--- src/rtl/pipe_seq_pkg.sv ---
// Shared types and helpers for the pipe sequencer: the job FSM state
// encoding and the sizing rule for the downstream credit counter.
package pipe_seq_pkg;

    // Job lifecycle: wait for a job, issue its beats, wait for the tail to
    // leave the datapath, then pulse completion for one cycle.
    typedef enum logic [1:0] {
        IDLE  = 2'd0,
        ISSUE = 2'd1,
        DRAIN = 2'd2,
        DONE  = 2'd3
    } seq_state_t;

    // The credit counter must hold every value from 0 up to and including
    // the full buffer depth, hence credits + 1 distinct values.
    function automatic int credit_width(input int credits);
        return $clog2(credits + 1);
    endfunction

endpackage

--- src/rtl/valid_tag_pipe.sv ---
// One-bit delay line that shadows the datapath delay stages. A beat enters
// as a 1 on the issuing cycle and leaves exactly DEPTH clock edges later,
// so its latency equals the datapath latency by construction.
module valid_tag_pipe #(
    parameter int DEPTH = 2
) (
    input  logic clk,
    input  logic rst_n,
    input  logic clr,
    input  logic tag_in,
    output logic tag_out
);

    logic [DEPTH-1:0] tag_r;

    // Advance the tag line every cycle; reset or clear drops all in-flight tags
    always_ff @(posedge clk) begin
        if (!rst_n) begin
            tag_r <= '0;
        end else if (clr) begin
            tag_r <= '0;
        end else begin
            tag_r[0] <= tag_in;
            for (int i = 1; i < DEPTH; i++) begin
                tag_r[i] <= tag_r[i-1];
            end
        end
    end

    // The last stage is the tag that lines up with the datapath output
    assign tag_out = tag_r[DEPTH-1];

endmodule

--- src/rtl/pipe_sequencer.sv ---
// Sequences one job of N beats through a fixed-latency datapath that cannot
// stall. Beats are issued in index order while downstream credits remain,
// a tag line follows each beat through the datapath, and the job completes
// once the last beat has appeared at the datapath output.
module pipe_sequencer
    import pipe_seq_pkg::*;
#(
    parameter int DP_LATENCY = 2,
    parameter int CNT_W      = 16,
    parameter int CREDITS    = 4
) (
    input  logic             clk,
    input  logic             rst_n,
    input  logic             start,
    input  logic [CNT_W-1:0] beat_count,
    output logic             busy,
    output logic             done,
    output logic             issue_valid,
    output logic [CNT_W-1:0] issue_index,
    output logic             result_valid,
    output logic [CNT_W-1:0] result_index,
    input  logic             out_ack,
    output logic             credit_err
);

    localparam int               CRED_W   = credit_width(CREDITS);
    localparam logic [CRED_W-1:0] CRED_MAX = CRED_W'(CREDITS);
    localparam logic [CRED_W-1:0] CRED_ONE = CRED_W'(1);
    localparam logic [CNT_W-1:0]  CNT_ONE  = CNT_W'(1);
    localparam logic [CNT_W-1:0]  CNT_ZERO = CNT_W'(0);

    seq_state_t        state_r;
    logic [CNT_W-1:0]  n_r;
    logic [CNT_W-1:0]  issued_r;
    logic [CNT_W-1:0]  retired_r;
    logic [CRED_W-1:0] credits_r;
    logic              credit_err_r;
    logic              busy_r;
    logic              done_r;

    logic              issue_fire_s;
    logic              tag_out_s;
    logic              last_issue_s;
    logic              last_retire_s;

    // A beat goes out whenever the job is issuing and the downstream buffer
    // has room; the datapath itself has no back-pressure.
    assign issue_fire_s  = (state_r == ISSUE) && (credits_r != {CRED_W{1'b0}});
    assign last_issue_s  = issue_fire_s && (issued_r == (n_r - CNT_ONE));
    assign last_retire_s = tag_out_s && ((retired_r + CNT_ONE) == n_r);

    // Tag line mirroring the datapath delay stages
    valid_tag_pipe #(
        .DEPTH (DP_LATENCY)
    ) u_tag_pipe (
        .clk     (clk),
        .rst_n   (rst_n),
        .clr     (1'b0),
        .tag_in  (issue_fire_s),
        .tag_out (tag_out_s)
    );

    // Job FSM: accept a job, count issued and retired beats, report completion
    always_ff @(posedge clk) begin
        if (!rst_n) begin
            state_r   <= IDLE;
            busy_r    <= 1'b0;
            done_r    <= 1'b0;
            n_r       <= CNT_ZERO;
            issued_r  <= CNT_ZERO;
            retired_r <= CNT_ZERO;
        end else begin
            // Counters move with the beats themselves; the job accept branch
            // below overrides them when a new job starts.
            if (issue_fire_s) begin
                issued_r <= issued_r + CNT_ONE;
            end else begin
                issued_r <= issued_r;
            end
            if (tag_out_s) begin
                retired_r <= retired_r + CNT_ONE;
            end else begin
                retired_r <= retired_r;
            end

            case (state_r)
                IDLE: begin
                    busy_r <= 1'b0;
                    done_r <= 1'b0;
                    if (start) begin
                        if (beat_count != CNT_ZERO) begin
                            n_r       <= beat_count;
                            issued_r  <= CNT_ZERO;
                            retired_r <= CNT_ZERO;
                            state_r   <= ISSUE;
                            busy_r    <= 1'b1;
                        end else begin
                            // Empty job: complete immediately, nothing issued
                            state_r <= DONE;
                            done_r  <= 1'b1;
                        end
                    end else begin
                        state_r <= IDLE;
                    end
                end
                ISSUE: begin
                    busy_r <= 1'b1;
                    done_r <= 1'b0;
                    if (last_issue_s) begin
                        state_r <= DRAIN;
                    end else begin
                        state_r <= ISSUE;
                    end
                end
                DRAIN: begin
                    done_r <= 1'b0;
                    // The final result is on the output this cycle, so the
                    // job is finished once this edge has counted it.
                    if (last_retire_s) begin
                        state_r <= DONE;
                        busy_r  <= 1'b0;
                        done_r  <= 1'b1;
                    end else begin
                        state_r <= DRAIN;
                        busy_r  <= 1'b1;
                    end
                end
                DONE: begin
                    state_r <= IDLE;
                    busy_r  <= 1'b0;
                    done_r  <= 1'b0;
                end
                default: begin
                    state_r <= IDLE;
                    busy_r  <= 1'b0;
                    done_r  <= 1'b0;
                end
            endcase
        end
    end

    // Credit ledger: an issue takes a slot, out_ack returns one; a return
    // with the ledger already full is a protocol error and is latched.
    always_ff @(posedge clk) begin
        if (!rst_n) begin
            credits_r    <= CRED_MAX;
            credit_err_r <= 1'b0;
        end else begin
            case ({issue_fire_s, out_ack})
                2'b10: begin
                    credits_r <= credits_r - CRED_ONE;
                end
                2'b01: begin
                    if (credits_r < CRED_MAX) begin
                        credits_r <= credits_r + CRED_ONE;
                    end else begin
                        credits_r    <= credits_r;
                        credit_err_r <= 1'b1;
                    end
                end
                default: begin
                    // Idle, or an issue and a return cancelling each other
                    credits_r <= credits_r;
                end
            endcase
        end
    end

    assign busy         = busy_r;
    assign done         = done_r;
    assign issue_valid  = issue_fire_s;
    assign issue_index  = issued_r;
    assign result_valid = tag_out_s;
    assign result_index = retired_r;
    assign credit_err   = credit_err_r;

endmodule

--- config.mk ---
export PLATFORM = sky130hd
export DESIGN_NAME = pipe_sequencer
export DESIGN_NICKNAME = d
export VERILOG_FILES = /design/src/rtl/pipe_seq_pkg.sv /design/src/rtl/valid_tag_pipe.sv /design/src/rtl/pipe_sequencer.sv
export SDC_FILE = /design/constraint.sdc
export NUM_CORES = 1
export LEC_CHECK = 0
export ABC_AREA = 0
export CORE_AREA = 2 2 82 84
export DETAILED_ROUTE_END_ITERATION = 8
export DIE_AREA = 0 0 84 86
export PLACE_DENSITY_LB_ADDON = 0.25
export SLEW_MARGIN = 40
export SYNTH_ARGS = -nofsm -noshare
export SYNTH_HDL_FRONTEND = slang
export SYNTH_SLANG_ARGS = --single-unit
--- constraint.sdc ---
create_clock -name clk -period 8.2 [get_ports clk]
set_clock_uncertainty 0.1 [all_clocks]
set_input_delay 1.64 -clock clk [delete_from_list [all_inputs] [get_ports clk]]
set_output_delay 1.64 -clock clk [all_outputs]
set_load 0.1 [all_outputs]
## After elaboration in Yosys (flattened, before gate mapping)

Cells that the tools add are included.

| word-level totals | value |
|---|---|
| register bits | 58 |
| input port bits | 20 |
| output and inout port bits | 37 |
| logic and storage cells | 58 |

| cells by class | value |
|---|---|
| $add $sub $neg | 5 |
| magnitude comparators | 1 |
| equality and inequality tests | 8 |
| mux-type cells | 23 |
| bitwise gates (word level) | 1 |
| reduce and logical (&&, ||, !) cells | 11 |

Operators with widths:

| kind | number |
|---|---|
| 16-bit two-way mux | 8 |
| 16-bit by 1-bit adder with 16-bit output (second input constant) | 2 |
| 16-bit == test | 2 |
| 16-bit nonzero test | 1 |
| 16-bit by 1-bit subtractor with 16-bit output (second input constant) | 1 |
| 2-bit case mux with 4 select lines | 1 |
| 1-bit two-way mux | 7 |
| 2-bit == test (second input constant) | 3 |
| 2-bit two-way mux | 3 |
| 3-bit case mux with 2 select lines | 1 |
| 2-bit by 1-bit == test with 1-bit output (second input constant) | 2 |
| 1-bit case mux with 4 select lines | 1 |
| 2-bit AND reduction | 2 |
| 3-bit by 1-bit adder with 3-bit output (second input constant) | 1 |
| 1-bit logical AND | 3 |
| 3-bit less-than comparator (second input constant) | 1 |
| 3-bit two-way mux | 1 |
| 1-bit case mux with 3 select lines | 1 |
| 3-bit AND reduction | 1 |
| 3-bit nonzero test | 1 |
| 3-bit by 1-bit subtractor with 3-bit output (second input constant) | 1 |
| 2-bit logical NOT | 1 |
| 2-bit != test (second input constant) | 1 |
| 2-bit nonzero test | 1 |
| other kinds (2) | 2 |

## Logic depth before layout (Yosys ltp)

| logic depth | value |
|---|---|
| word-level depth | 6 |
| depth in mapped cells | 10 |
| mapped depth without buffers | 9 |

## By module

Synthesis repeated with hierarchy kept, for this count alone.

| unflattened totals | value |
|---|---|
| cell total of the unflattened synthesis | 421 |
| area, all modules | 3,455.8 µm² |

Modules (own cells, without submodules):

| module | times used | cells an instance | area an instance (µm²) | seq. area each (µm²) |
|---|---|---|---|---|
| pipe_sequencer | 1 | 417 | 3,398.3 | 1,121.1 |
| valid_tag_pipe | 1 | 4 | 57.6 | 40.0 |

## Worst setup path before layout

Ideal clock, no wire load.

| path | value |
|---|---|
| kind | register to output |
| start | register state_r[1] |
| end | output port issue_valid |
| arrival time | 2,094 ps |
| path slack | 4,366 ps |
| cell stages (with the launch flop) | 3 |
| buffers on the path | 0 |
| cell sequence | dfxtp_1 nand2b_1 nor2_1 |

| on the way | value |
|---|---|
| word-level cells in the longest chain between the ends | 2 |

Ends and longest elaborated chain:

| item | line | source |
|---|---|---|
| start, declared | pipe_sequencer.sv:32 | `seq_state_t state_r;` |
| start signal, assigned | pipe_sequencer.sv:66 | `state_r <= IDLE;` |
| start signal, assigned | pipe_sequencer.sv:95 | `state_r <= ISSUE;` |
| start signal, assigned | pipe_sequencer.sv:99 | `state_r <= DONE;` |
| 2-bit by 1-bit == test with 1-bit output | pipe_sequencer.sv:48 | `assign issue_fire_s = (state_r == ISSUE) && (credits_r != {CRED_W{1'b0}});` |
| 1-bit logical AND | pipe_sequencer.sv:48 |  |
| end, declared | pipe_sequencer.sv:18 | `output logic issue_valid,` |

Every way passes these cells.

## Final worst setup path

| path | value |
|---|---|
| start | input port beat_count[11] |
| end | register retired_r[12] (netlist: result_index[12]) |

| on the way | value |
|---|---|
| word-level cells in the longest chain between the ends | 4 |

Ends and longest elaborated chain:

| item | line | source |
|---|---|---|
| start, declared | pipe_sequencer.sv:15 | `input logic [CNT_W-1:0] beat_count,` |
| 16-bit nonzero test | pipe_sequencer.sv:91 | `if (beat_count != CNT_ZERO) begin` |
| 16-bit two-way mux | pipe_sequencer.sv:91 |  |
| 16-bit two-way mux | pipe_sequencer.sv:90 | `if (start) begin` |
| 16-bit two-way mux | pipe_sequencer.sv:86 | `case (state_r)` |
| end signal, assigned | pipe_sequencer.sv:81 | `retired_r <= retired_r + CNT_ONE;` |
| end signal, assigned | pipe_sequencer.sv:83 | `retired_r <= retired_r;` |
| end, declared | pipe_sequencer.sv:35 | `logic [CNT_W-1:0] retired_r;` |

Every way passes these cells.
A chain may end at the register's enable or synchronous reset.

==> metrics.yaml <==
outcome:
  run_status: "finished, final reports clean"
clock_tree:
  holdBufCountCts: 0
  cts_htree_levels: 3
  cts-root-buf: "clkbuf_8"
  tritoncts: "built"
  clk_latency_ps: 330
  postCtsSetupBuffers: 0
  clkTransAtPathRegs_ps: 60
  clockBufferDepth: 2
  numClockSinks: 58
  numCtsBuffers: 9
  cts_resized: 0
yosys:
  synth_cell_types: 52
  synthAdderAreaFrac_pct: 1.98
  synth_xor_area_share_pct: 15.8
  synth_warnings: 0
  ys_seq_area_share_pct: 32.8
  yosys-top-cells-area: "dfxtp_1 (33%), xor2_1 (9.1%), xnor2_1 (6.7%)"
  synth_area_per_cell_um2: 8.38
  ys_async_sr_fraction_pct: 0
  ys_top_cells_by_count: "dfxtp_1 (58), nor2_1 (44), xor2_1 (37)"
  synthMuxAreaShare_pct: 5.69
  post_synth_and_or_nand_nor_area_fraction_pct: 28.8
  synth_top_family_by_area: "simple AND/OR/NAND/NOR gates"
  synth_top_area_cell: "dfxtp_1"
  synth_most_common_cell: "dfxtp_1"
  synth_flop_cell: "dfxtp_1"
  syn_inst: 423
  synth_compound_area_share_pct: 10.7
  netlist_area_mm2: 0.00354
  syn-num-nets: 448
  yosys.area.top_type_share_pct: 32.8
  synth.ff_latch_count: 58
  synth_edf_count: 0
drt:
  via_count: 3185
  wire_per_inst_um: 15.1
  wirelength_mm: 8.20
  via_per_inst: 5.87
  drc: 0
  drt_iter0_drc: 137
  first_pass_iters: 4
  ant_nets: 0
layout:
  fin_util_pct: 65.4
  syn_to_final_growth_pct: 15.9
  diodes: 0
  drive_above_1_share_pct: 13.5
  finalNetCount: 487
  stdcell_count: 543
hold_path:
  hp-class: "flip-flop to flip-flop"
  min_to: "u_tag_pipe.tag_r[1]$_SDFF_PN0_"
  hold_depth: 1
  min-delay-start: "u_tag_pipe.tag_r[0]$_SDFF_PN0_"
power_and_ir_drop:
  powerDensity_mw_per_mm2: 169
  p_sw_mw: 0.190
  clkPwrFrac_pct: 39.0
  vdd_ir_drop_max_mv: 0.103
  combPwrFrac_pct: 16.7
  p_leak_nw: 1.63
  internal_power_mw: 0.504
  switching_share_pct: 27.4
  pwr-share-seq_pct: 44.3
floorplan:
  fp.dieArea_mm2: 0.00722
  fp.dieW_um: 84
  start_util_pct: 56.4
  ios: 57
  fp.dieH_um: 86
  rows: 29
  core_mm2: 0.00628
worst_setup_path:
  crit_slowest_cell: "nor4_1"
  crit_required_ps: 8350
  r2r_end: "done$_SDFF_PN0_"
  end_kind: "flip-flop"
  worst-path-max-fanout: 32
  reg2reg_slack_ps: 4990
  cpPeakStageDelay_ps: 540
  cp_cell_sequence: "clkdlybuf4s50_1 > nor4_1 > and4_1 > nand2b_2 > nand2_2 > a21oi_1"
  worstPathArrival_ps: 4240
  regToRegStartpoint: "result_index[5]$_SDFF_PN0_"
  worstSetupPathType: "primary input to flip-flop"
  ff2ff_path_depth: 7
  setup.worst_path.start_class: "primary input"
sta:
  setup_tns_ps: 0
  layout_setup_ws_ps: 4110
  slew_headroom_pct: 48.4
  min_period_over_period_pct: 49.9
  worst_slew_pin_slew_ps: 772
  rsz0062_at_grt: "false"
  hold_viol: 0
  maxSlewViolCount: 0
  clock.fmax_mhz: 244
  finalCriticalPeriod_ps: 4090
  hold_slack_ps: 328
  setup_viol: 0
grt:
  grt_overflow: 0
  antenna_found_initial: 0
  grt_pass1_wl_mm: 13.5
  grt_pass1_vias: 2960
  grt_start_max_net_pins: 33
  grt.total_usage_pct: 23.3
place:
  gp_congestion: 0.859
  dpl.cell_count: 528
  dpl.hpwl_mm: 6.03
  pre_cts_slack_ps: 3830
  portBuffers: 56
run:
  maxCapViolations: 0
-- flip-flops by register name, summed over array words and instances (netlist names) --
name / flops
result_index: 16
state_r: 2
credit_err: 1
issue_index: 16
credits_r: 3
n_r: 16
u_tag_pipe.tag_r: 2
done: 1
busy: 1
-- metrics by stage --
stage               total power, mW  area (um2)
global route                  0.724        4110
global placement              0.427        4080
floorplan                     0.400        3540
CTS                           0.700        4100
detailed placement            0.428        3900
finish                        0.694        4110
-- final cells by class --
cell class	count	area, um2
inverters	7	26.3
flip-flops and latches	58	1160
clock buffers	13	169
repair buffers	56	375
multi-input cells	330	2240
clock inverters	2	35.0
fillers	577	2170
well taps	77	96.3
-- critical path, delay by kind of cell --
family / cells / cell delay, ps
AOI/OAI and AO/OA: 1 / 270
buffers and inverters: 1 / 440
and+or+nand+nor: 4 / 1890
-- cells by family (layout without fill, tap and decap cells) --
logic type,count (synthesis),count (layout)
xor+xnor,64,64
mux,20,20
compound gates,52,52
buf+inv,35,78
fa+ha+maj,5,5
simple gates,189,189
flops,58,58
-- worst max-delay path by stage --
stage                                              to                  start
after global placement    result_index[12]$_SDFF_PN0_         beat_count[11]
after detailed placement  result_index[12]$_SDFF_PN0_         beat_count[11]
after CTS                 result_index[12]$_SDFF_PN0_         beat_count[11]
final                     result_index[12]$_SDFF_PN0_         beat_count[11]
after floorplan                           issue_valid  state_r[1]$_SDFF_PN0_
after global routing      result_index[14]$_SDFF_PN0_         beat_count[11]
-- cells in the final DEF, fill, tap and decap left out, drive strengths merged, types with 3 or more instances in the layout --
| master | instances |
|---|---|
| dfxtp | 58 |
| nor2b | 17 |
| mux2i | 19 |
| o21a | 5 |
| nand4 | 19 |
| nand3 | 16 |
| nor4 | 11 |
| xor2 | 37 |
| inv | 7 |
| clkbuf | 13 |
| a31oi | 5 |
| a211oi | 4 |
| or4 | 4 |
| and4 | 6 |
| or3 | 4 |
| a21oi | 8 |
| nor3 | 12 |
| nand2b | 3 |
| clkdlybuf4s50 | 19 |
| and3 | 10 |
| nor2 | 44 |
| a211o | 5 |
| o31ai | 4 |
| buf | 37 |
| nand2 | 27 |
| nor3b | 3 |
| and2 | 6 |
| nor4b | 3 |
| o21ai | 9 |
| ha | 4 |
| xnor2 | 27 |
-- power by group through the flow --
stage	combinational, mW	clock, mW	sequential, mW
6_report	0.116	0.271	0.308
5_1_grt	0.125	0.289	0.310
4_1_cts	0.116	0.277	0.307
3_5_place_dp	0.115	0	0.314
3_3_place_gp	0.114	0	0.313
2_1_floorplan	0.0835	0	0.317
-- per-layer routing --
layer / track usage (%) / wire length, um / vias to the layer above
met5: 0 / 0 / -
met4: 10.6 / 193 / 0
met3: 6.16 / 366 / 15
met2: 40.4 / 4110 / 83
met1: 27.2 / 3530 / 1505
li1: - / - / 1582
Note: power is estimated with default switching activity, not from simulation.
